File: config.mk
export PLATFORM = sky130hd
export DESIGN_NAME = uart_rx
export DESIGN_NICKNAME = d
export VERILOG_FILES = /design/src/rtl/uart_rx.sv
export SDC_FILE = /design/constraint.sdc
export NUM_CORES = 1
export LEC_CHECK = 0
export CORE_ASPECT_RATIO = 1.1
export CORE_UTILIZATION = 55
export CTS_CLUSTER_SIZE = 12
export DETAILED_ROUTE_END_ITERATION = 6
export PLACE_DENSITY_LB_ADDON = 0.25
export SKIP_CTS_REPAIR_TIMING = 1
export SLEW_MARGIN = 0
export SYNTH_ARGS = -nofsm -noshare
export SYNTH_HDL_FRONTEND = slang
export SYNTH_SLANG_ARGS = --single-unit
File: constraint.sdc
create_clock -name clk -period 2.3 [get_ports clk]
set_input_delay 0.46 -clock clk [delete_from_list [all_inputs] [get_ports clk]]
set_output_delay 0.46 -clock clk [all_outputs]
set_load 0.1 [all_outputs]
File: src/rtl/uart_rx.sv
// rtl/uart_rx.sv - 8N1 UART receiver driven by an oversampled baud enable
// Synchronises rxd, validates the start bit at its centre and samples data and stop bits at their centres.
module uart_rx #(
   parameter int DATA_BITS  = 8,
   parameter int OVERSAMPLE = 16
) (
   input  logic                 clk,
   input  logic                 rst_n,
   input  logic                 enable,
   input  logic                 rxd,
   input  logic                 clr_rda,
   output logic [DATA_BITS-1:0] rx_data,
   output logic                 rda,
   output logic                 frame_err,
   output logic                 overrun,
   output logic                 busy
);

   localparam int TW = $clog2(OVERSAMPLE);
   localparam int BW = (DATA_BITS > 1) ? $clog2(DATA_BITS) : 1;

   // The edge-detect enable is tick 0, so the start centre (tick OVERSAMPLE/2-1)
   // is the enable on which the counter still holds OVERSAMPLE/2-2.
   localparam logic [TW-1:0] TICK_START = TW'(OVERSAMPLE / 2 - 2);
   localparam logic [TW-1:0] TICK_LAST  = TW'(OVERSAMPLE - 1);
   localparam logic [BW-1:0] BIT_LAST   = BW'(DATA_BITS - 1);

   typedef enum logic [1:0] {
      IDLE,
      START,
      DATA,
      STOP
   } state_t;

   state_t                 state;
   logic   [TW-1:0]        tick_cnt;
   logic   [BW-1:0]        bit_cnt;
   logic   [DATA_BITS-1:0] shift_reg;
   logic                   rxd_meta;
   logic                   rxd_sync;

   always_ff @(posedge clk or negedge rst_n) begin
      if (!rst_n) begin
         rxd_meta <= 1'b1;
         rxd_sync <= 1'b1;
      end else begin
         rxd_meta <= rxd;
         rxd_sync <= rxd_meta;
      end
   end

   always_ff @(posedge clk or negedge rst_n) begin
      if (!rst_n) begin
         state     <= IDLE;
         tick_cnt  <= '0;
         bit_cnt   <= '0;
         shift_reg <= '0;
         rx_data   <= '0;
         rda       <= 1'b0;
         frame_err <= 1'b0;
         overrun   <= 1'b0;
      end else begin
         // Frame completion below overrides this when both land in the same cycle.
         if (clr_rda) begin
            rda     <= 1'b0;
            overrun <= 1'b0;
         end
         if (enable) begin
            case (state)
               IDLE: begin
                  if (!rxd_sync) begin
                     state    <= START;
                     tick_cnt <= '0;
                  end
               end
               START: begin
                  tick_cnt <= tick_cnt + TW'(1);
                  if (tick_cnt == TICK_START) begin
                     if (!rxd_sync) begin
                        state    <= DATA;
                        tick_cnt <= '0;
                        bit_cnt  <= '0;
                     end else begin
                        state <= IDLE;
                     end
                  end
               end
               DATA: begin
                  tick_cnt <= tick_cnt + TW'(1);
                  if (tick_cnt == TICK_LAST) begin
                     shift_reg <= DATA_BITS'({rxd_sync, shift_reg} >> 1);
                     if (bit_cnt == BIT_LAST) begin
                        state    <= STOP;
                        tick_cnt <= '0;
                     end else begin
                        bit_cnt <= bit_cnt + BW'(1);
                     end
                  end
               end
               STOP: begin
                  tick_cnt <= tick_cnt + TW'(1);
                  if (tick_cnt == TICK_LAST) begin
                     rx_data   <= shift_reg;
                     rda       <= 1'b1;
                     frame_err <= ~rxd_sync;
                     overrun   <= overrun | rda;
                     state     <= IDLE;
                  end
               end
               default: state <= IDLE;
            endcase
         end
      end
   end

   assign busy = (state != IDLE);

endmodule
Yosys cells after proc, flatten, opt, wreduce, memory -nomap -nowiden
Index checks and enable logic that the tools add are counted. W data, S select, Z words.

Memories kept: 0. Memory bits (writable): 0. Output and inout port bits: 12. Latch bits: 0. Word-level logic and storage cells: 61. Bits in registers: 30. Bits in read-only memories: 0. Input port bits: 5.

Divide/modulo/power cells: 0. Reduce and logical (&&, ||, !) cells: 8. Magnitude comparators: 0. Add/subtract/negate cells: 2. Shifts and indexed selects: 0. Eq/ne operators: 13. $mul: 0. Bitwise gates (word level): 2. Muxes and demuxes: 26.

Operators with widths (number): $mux W4 (5); $pmux W4 S4 (1); $ne A2 B2 Y1 const B (7); $mux W2 (6); $mux W3 (4); $reduce_and A6 Y1 (2); $mux W1 (8); $pmux W2 S4 (1); $pmux W3 S2 (1); $reduce_and A3 Y1 (2); $add A4 B1 Y4 const B (1); $eq A2 B2 Y1 const B (2); $eq A4 B3 Y1 const B (1); $eq A4 B4 Y1 const B (1); $reduce_bool A2 Y1 (2); $add A3 B1 Y3 const B (1); $eq A3 B3 Y1 const B (1); $eq A2 B1 Y1 const B (1); $logic_not A2 Y1 (1); $reduce_and A2 Y1 (1); $not A1 Y1 (1); $or A1 B1 Y1 (1).

Logic depth before layout (Yosys ltp)
Gate-level depths: netlist of the first run.

Depth after elaboration: 4. Mapped depth: 6. Gate-level depth less buffers: 6.

Worst setup path after synthesis of the first run
No wires, ideal clock.

Path type: register -> register. Start point: register state[0]. End point: register state[0]. Slack: 717 ps. Library setup time: 126 ps. Stages on the path, launching flop included: 6. Data arrival time: 1457 ps. Path buffers: 1. Cell sequence: dfrtp_1 buf_6 or2_4 o21ai_4 o21ai_1 a221o_1.

Cells in the longest elaborated chain, start to end: 3.

Ends and longest elaborated chain: from (decl) (line 35) `state_t state;`; from (signal assigned) (line 54) `state <= IDLE;`; from (signal assigned) (line 72) `state <= START;`; from (signal assigned) (line 80) `state <= DATA;`; $eq A2 B2 Y1, or another cell as far along (line 69) `case (state)`; $ne A2 B2 Y1 (no source line); $reduce_and A6 Y1 (no source line).

Parallel ways exist; a longest one is shown, timed or not. A chain may end at the register's enable or synchronous reset.

Final worst setup path of the first run
Start point: register state[0]. End point: output busy.

Cells in the longest elaborated chain, start to end: 1.

Ends and longest elaborated chain: $reduce_bool A2 Y1 (line 116) `assign busy = (state != IDLE);`; to (decl) (line 16) `output logic busy`.

Every way passes these cells.

==> impl_metrics.sql, run 1 <==
INSERT INTO impl_metrics (metric_group, metric, value, unit) VALUES
('run_status', 'outcome', 'completed', ''),
('floorplanning', 'start_util', '60.4', '%'),
('clock_tree', 'tritoncts.num_buffers', '5', ''),
('clock_tree', 'clock_insertion_delay_worst_skew', '320', 'ps'),
('synthesis', 'part_of_the_yosys_area_used_for_sequential_elements', '53.8', '%'),
('routing', 'drt_first_iter_violations', '9', ''),
('setup_path', 'data_arrival_time_of_the_critical_path', '1350', 'ps'),
('layout', 'most-common-layout-cells', 'dfrtp_1 (28), buf_4 (14), mux2_4 (12)', ''),
('synthesis', 'synth.lib_cells_used.distinct', '34', ''),
('global_routing', 'antenna_violations_before_repair', '0', ''),
('pwr', 'power.combinational.fraction', '15.4', '%'),
('clock_tree', 'htreeDepth', '2', ''),
('timing', 'slew_viol_final', '0', ''),
('flow_run', 'reported_max_cap_violation_count', '0', ''),
('setup_path', 'timing.critical_path.cells', 'or2_4, buf_4', ''),
('routing', 'detail_route.drc_violations', '0', ''),
('synthesis', 'warnings_synthesis', '0', ''),
('layout', 'final_common_cell', 'dfrtp_1', ''),
('floorplanning', 'fp.coreArea', '0.00232', 'mm2'),
('layout', 'fillCellCount', '157', ''),
('routing', 'dr.pass1.iters', '4', ''),
('pwr', 'power.share.sequential', '51.5', '%'),
('clock_tree', 'cts_sinks', '30', ''),
('setup_path', 'timing.critical_path.slowest_stage_cell', 'dfrtp_1', ''),
('pwr', 'pwr_density_cell', '804', 'mW/mm2'),
('timing', 'achievable-frequency', '552', 'MHz'),
('clock_tree', 'cts_tree', 'built', ''),
('layout', 'seq_area', '753', 'um2'),
('pwr', 'cellInternalPower', '976', 'uW'),
('setup_path', 'worst_path_largest_cell_delay', '500', 'ps'),
('synthesis', 'yosys-top-cells-area', 'dfrtp_1 (50%), mux2_4 (13%), dfstp_2 (3.8%)', ''),
('timing', 'final-hold-violation-count', '0', ''),
('timing', 'finalSetupViolations', '0', ''),
('layout', 'antenna-diode-count', '0', ''),
('timing', 'sum_of_negative_setup_slack', '0', 'ps'),
('placement', 'detailedPlacementHpwl', '1610', 'um'),
('setup_path', 'cp.buffers_inverters', '1', ''),
('timing', 'timing.max_slew.rel_slack', '73.9', '%'),
('layout', 'drive_gt1_share', '37.0', '%'),
('routing', 'detail-route-antenna-nets', '0', ''),
('timing', 'worst_tran_pin_value', '391', 'ps'),
('routing', 'routed_wirelength', '2350', 'um'),
('timing', 'unrepaired_setup_endpoints_after_global_routing', 'false', ''),
('setup_path', 'required_time_of_the_worst_setup_path', '1840', 'ps'),
('layout', 'post-route-cell-area', '0.00163', 'mm2'),
('layout', 'nNetsFinal', '135', ''),
('timing', 'period_utilisation_layout', '78.8', '%'),
('setup_path', 'worstPathMaxFanout', '10', ''),
('pwr', 'power.clock.fraction', '33.1', '%'),
('timing', 'period_needed', '1810', 'ps'),
('setup_path', 'worst_path_dominant_cell_family', 'flip-flops', ''),
('synthesis', 'synth.cell_area', '0.00140', 'mm2'),
('layout', 'multiInputGateArea', '598', 'um2'),
('floorplanning', 'floorplan_die_width', '50.1', 'um'),
('pwr', 'vdd_ir_drop_max', '0.611', 'mV'),
('pwr', 'switchingPower', '337', 'uW'),
('floorplanning', 'num_io_pins', '17', ''),
('routing', 'route.vias.total', '889', ''),
('pwr', 'switching_fraction_of_total_power', '25.7', '%'),
('routing', 'routed_via_density', '5.66', ''),
('synthesis', 'syn_avg_cell_area', '13.5', 'um2'),
('pwr', 'total_leakage_power', '0.829', 'nW'),
('floorplanning', 'die_area', '0.00275', 'mm2'),
('synthesis', 'synth_largest_type_area_fraction', '50.0', '%'),
('placement', 'gp_congestion', '0.805', ''),
('timing', 'clock-skew-final', '9.58', 'ps'),
('synthesis', 'postSynthRegisterBits', '30', ''),
('clock_tree', 'path_clk_slew', '90', 'ps'),
('global_routing', 'grt.total_usage', '20.1', '%'),
('global_routing', 'grt_start_max_net_pins', '31', ''),
('setup_path', 'critPathLaunchType', 'register', '');
-- final timing paths --
kind | startpoint | endpoint | slack, ps | cells after the start
setup / recovery | state[0] | busy | 490 | 2
hold / removal | rxd_meta | rxd_sync | 360 | 0
setup reg to reg | tick_cnt[0] | rx_data[6] | 630 | 5
hold reg to reg | rxd_meta | rxd_sync | 360 | 0
max in group asynchronous | rst_n | rxd_sync | 1470 | 2
min in group asynchronous | rst_n | rx_data[4] | 510 | 2
-- worst reg2reg max path, cell delays in order (launching register included) --
cell and delay (ps):
dfrtp_1 430, ha_1 250, and3_4 220, nand4_2 80, buf_4 230, mux2_2 350
-- area by class of cell --
class | instances | share of cell area, %
sequential | 30 | 46.1
tap | 30 | 2.30
multi-input combinational | 67 | 36.6
inverter | 4 | 0.919
timing repair buffer | 18 | 8.88
clock inverter | 1 | 1.84
clock buffer | 7 | 3.37
-- cell families (layout without fill, tap and decap cells) --
group | after synthesis | after routing | share of synthesized area [%]
compound gates | 24 | 24 | 11.5
fa+ha+maj | 4 | 4 | 3.57
buf+inv | 7 | 30 | 3.48
flops | 30 | 30 | 53.8
mux | 16 | 16 | 16.1
simple gates | 23 | 23 | 11.5
-- per-layer routing --
metal / global-route usage, % / part of all wire, %
met1: 24.1 / 45
met2: 34.2 / 49
met3: 5.74 / 4.1
met4: 9.05 / 1.1
met5: 0 / 0
-- synth_stat cells --
library cell and number:
o21ai_4 1, or3_4 1, inv_1 4, mux2_4 12, nand3_1 2, nand4_2 1, o21a_1 1, and3_4 1
nor2_1 1, a21o_1 2, mux2_2 4, a31oi_1 1, nand2_2 1, nand3b_1 1, o311ai_0 1, ha_1 4
o211ai_1 3, nand4bb_1 1, and2b_1 1, a221o_1 1, dfrtp_1 28, dfstp_2 2, o21ai_0 7, nand2_1 8
nand3_4 1, or2_4 1, o21bai_1 1, nor4b_1 1, nand4_1 1, o31ai_1 1, o21ai_1 3, buf_6 3
a21oi_1 2, and2b_2 1
-- power by group through the flow --
stage / clock network [mW] / registers (mW) / logic [mW]
global placement: 0 / 0.676 / 0.192
detailed placement: 0 / 0.682 / 0.205
global route: 0.464 / 0.685 / 0.232
floorplan: 0 / 0.664 / 0.160
CTS: 0.443 / 0.675 / 0.206
finish: 0.434 / 0.677 / 0.202
-- through the flow --
stage	power (mW)	utilization (%)	hold slack (ps)	setup WS, ps	instances
3_5_place_dp	0.887	66.8	347	291	149
3_3_place_gp	0.868	66.8	348	344	149
6_report	1.31	70.4	363	487	157
5_1_grt	1.38	70.4	370	457	157
4_1_cts	1.32	70.4	364	479	157
2_1_floorplan	0.824	-	164	717	104
(Power assumes the default switching activity.)
==> inputs of run 2 (changes only) <==
--- a/config.mk
+++ b/config.mk
@@ -6,7 +6,7 @@
 export NUM_CORES = 1
 export LEC_CHECK = 0
 export CORE_ASPECT_RATIO = 1.1
-export CORE_UTILIZATION = 55
+export CORE_UTILIZATION = 49
 export CTS_CLUSTER_SIZE = 12
 export DETAILED_ROUTE_END_ITERATION = 6
 export PLACE_DENSITY_LB_ADDON = 0.25
==> constraint.sdc (replaced) <==
create_clock -name clk -period 1.6 [get_ports clk]
set_input_delay 0.32 -clock clk [delete_from_list [all_inputs] [get_ports clk]]
set_output_delay 0.32 -clock clk [all_outputs]
set_load 0.1 [all_outputs]
==> run 2 against run 1 <==
Against the previous run:
- first-iteration DRC count grew 11%
- hold slack lost 2.5 ps
- total power grew 39%
- utilization grew 3.0 points
- die area grew 12%
- sequential cell count is the same
- wire length grew 15%
- register-to-register slack lost 580 ps
- setup slack lost 430 ps
- non-clock buffer count grew 9
- sequential share of layout area shrank 6.4 points
- largest cell class unchanged
- highest routed layer unchanged
==> impl_metrics.sql, run 2 (synthesized netlist as in run 1, its figures left out) <==
INSERT INTO impl_metrics (metric_group, metric, value, unit) VALUES
('floorplanning', 'placement_rows', '19', ''),
('timing', 'slew_viol_final', '0', ''),
('floorplanning', 'die_area', '0.00308', 'mm2'),
('timing', 'finalSetupViolations', '0', ''),
('global_routing', 'antenna_violations_before_repair', '0', ''),
('global_routing', 'grt.total_usage', '21.2', '%'),
('routing', 'drt_first_iter_violations', '10', ''),
('run_status', 'outcome', 'completed', ''),
('pwr', 'vdd_ir_drop_max', '0.838', 'mV'),
('layout', 'postLayoutCoreUtil', '73.5', '%'),
('global_routing', 'grt_overflow', '0', ''),
('layout', 'final_common_cell', 'dfrtp_1', ''),
('placement', 'buffer_ports.inserted', '16', ''),
('timing', 'period_needed', '1550', 'ps'),
('floorplanning', 'fp.coreArea', '0.00259', 'mm2'),
('clock_tree', 'path_clk_slew', '90', 'ps'),
('timing', 'clock-skew-final', '5.48', 'ps'),
('timing', 'worst_tran_pin_value', '374', 'ps'),
('layout', 'nNetsFinal', '144', ''),
('clock_tree', 'root_buffer', 'clkbuf_4', ''),
('timing', 'final-hold-violation-count', '0', ''),
('setup_path', 'crit_path_start', 'tick_cnt[0]', ''),
('floorplanning', 'floorplan_die_width', '53.0', 'um'),
('global_routing', 'grt_start_max_net_pins', '31', ''),
('routing', 'routed_wirelength', '2700', 'um'),
('floorplanning', 'start_util', '54.0', '%'),
('routing', 'drt-wirelength-per-cell', '16.2', 'um'),
('routing', 'route.vias.total', '944', ''),
('layout', 'area_delta_synth_final', '36.0', '%'),
('pwr', 'power.total', '1.83', 'mW'),
('clock_tree', 'htreeDepth', '2', ''),
('timing', 'achievable-frequency', '646', 'MHz'),
('floorplanning', 'num_io_pins', '17', ''),
('timing', 'unrepaired_setup_endpoints_after_global_routing', 'true', ''),
('hold_path', 'hold_path_class', 'in2async', ''),
('placement', 'dpl_cell_area', '0.00176', 'mm2'),
('placement', 'detailedPlacementHpwl', '1920', 'um'),
('setup_path', 'regToRegEndpoint', 'bit_cnt[2]', ''),
('layout', 'antenna-diode-count', '0', ''),
('timing', 'timing.max_slew.rel_slack', '75.0', '%'),
('global_routing', 'vias_in_the_first_global_route', '913', ''),
('layout', 'most-common-layout-cells', 'dfrtp_1 (26), buf_12 (13), mux2_4 (12)', ''),
('setup_path', 'worstPathMaxFanout', '5', ''),
('flow_run', 'reported_max_cap_violation_count', '0', ''),
('pwr', 'total_leakage_power', '0.917', 'nW'),
('layout', 'drive_gt1_share', '44.9', '%'),
('setup_path', 'setup.worst_path.class', 'reg2reg', ''),
('layout', 'fillCellCount', '177', ''),
('setup_path', 'ff2ff_setup_slack', '50', 'ps'),
('pwr', 'pwr_density_cell', '960', 'mW/mm2'),
('routing', 'detail_route.drc_violations', '0', ''),
('setup_path', 'r2r-start', 'tick_cnt[0]', ''),
('setup_path', 'data_arrival_time_of_the_critical_path', '1800', 'ps'),
('setup_path', 'endpoint_kind', 'register', ''),
('setup_path', 'ff2ff_path_depth', '6', ''),
('routing', 'dr.pass1.iters', '4', ''),
('timing', 'period_utilisation_layout', '96.7', '%'),
('clock_tree', 'cts_tree', 'built', ''),
('floorplanning', 'die-height', '58.1', 'um'),
('routing', 'detail-route-antenna-nets', '0', ''),
('clock_tree', 'cts_sinks', '30', ''),
('setup_path', 'critPathLaunchType', 'register', ''),
('clock_tree', 'clock_tree_buf_depth', '2', ''),
('clock_tree', 'clock_insertion_delay_worst_skew', '330', 'ps'),
('setup_path', 'required_time_of_the_worst_setup_path', '1850', 'ps'),
('placement', 'gp_congestion', '0.806', ''),
('clock_tree', 'tritoncts.num_buffers', '5', ''),
('layout', 'post-route-cell-area', '0.00190', 'mm2'),
('routing', 'routed_via_density', '5.65', ''),
('global_routing', 'grt_pass1_wl', '4450', 'um');
[run 2: changes by cell type in the layout (fill, tap and decap cells not counted), moves of 2 or more]
cell | previous run | this run
buf_12 | 0 | 13
buf_4 | 14 | 8
dfrtp_1 | 28 | 26
dfrtp_2 | 0 | 2
ha_1 | 4 | 2
[run 2: final cells by class]
class	count	area (um2)	share of cell area (%)
Tap cell	31	38.8	2.04
Multi-Input combinational cell	67	638	33.5
Timing Repair Buffer	27	397	20.8
Sequential cell	30	756	39.7
Clock buffer	7	55.1	2.89
Clock inverter	1	5.00	0.263
Inverter	4	15.0	0.788
[run 2: how the worst max path moves through the flow]
stage | slack [ps] | to | cells past startpoint
5_1_grt | -20 | bit_cnt[1] | 6
4_1_cts | 6 | rx_data[0] | 5
6_report | 50 | bit_cnt[2] | 6
2_1_floorplan | 20 | state[0] | 5
3_5_place_dp | -110 | bit_cnt[2] | 5
3_3_place_gp | -50 | bit_cnt[1] | 5
[run 2: where the power goes]
group	internal (mW)	switching, mW	leakage, nW
combinational	0.220	0.156	0.492
clock	0.213	0.257	0.0353
sequential	0.866	0.115	0.390
total	1.30	0.529	0.917
[run 2: critical path: stages (launching register included)]
cell	delay, ps
dfrtp_1	410
inv_1	100
ha_4	150
nand4bb_4	120
or3_4	420
o21a_1	140
o21ai_1	130
[run 2: metal layers]
metal | global-route usage, % | vias up | share of wire, %
met5 | 0 | - | 0
met4 | 9.02 | 0 | 2.0
met3 | 7.87 | 5 | 4.5
met2 | 34.0 | 22 | 51
met1 | 25.2 | 480 | 42
li1 | - | 437 | -
[run 2: metrics by stage]
step | TNS (ps) | instances | hold slack (ps) | setup slack [ps]
6_report | 0 | 167 | 360 | 53.1
5_1_grt | -45.3 | 167 | 375 | -17.0
4_1_cts | 0 | 164 | 361 | 6.09
3_5_place_dp | -1230 | 156 | 360 | -110
3_3_place_gp | -558 | 156 | 349 | -52.5
2_1_floorplan | 0 | 104 | 24.4 | 16.5
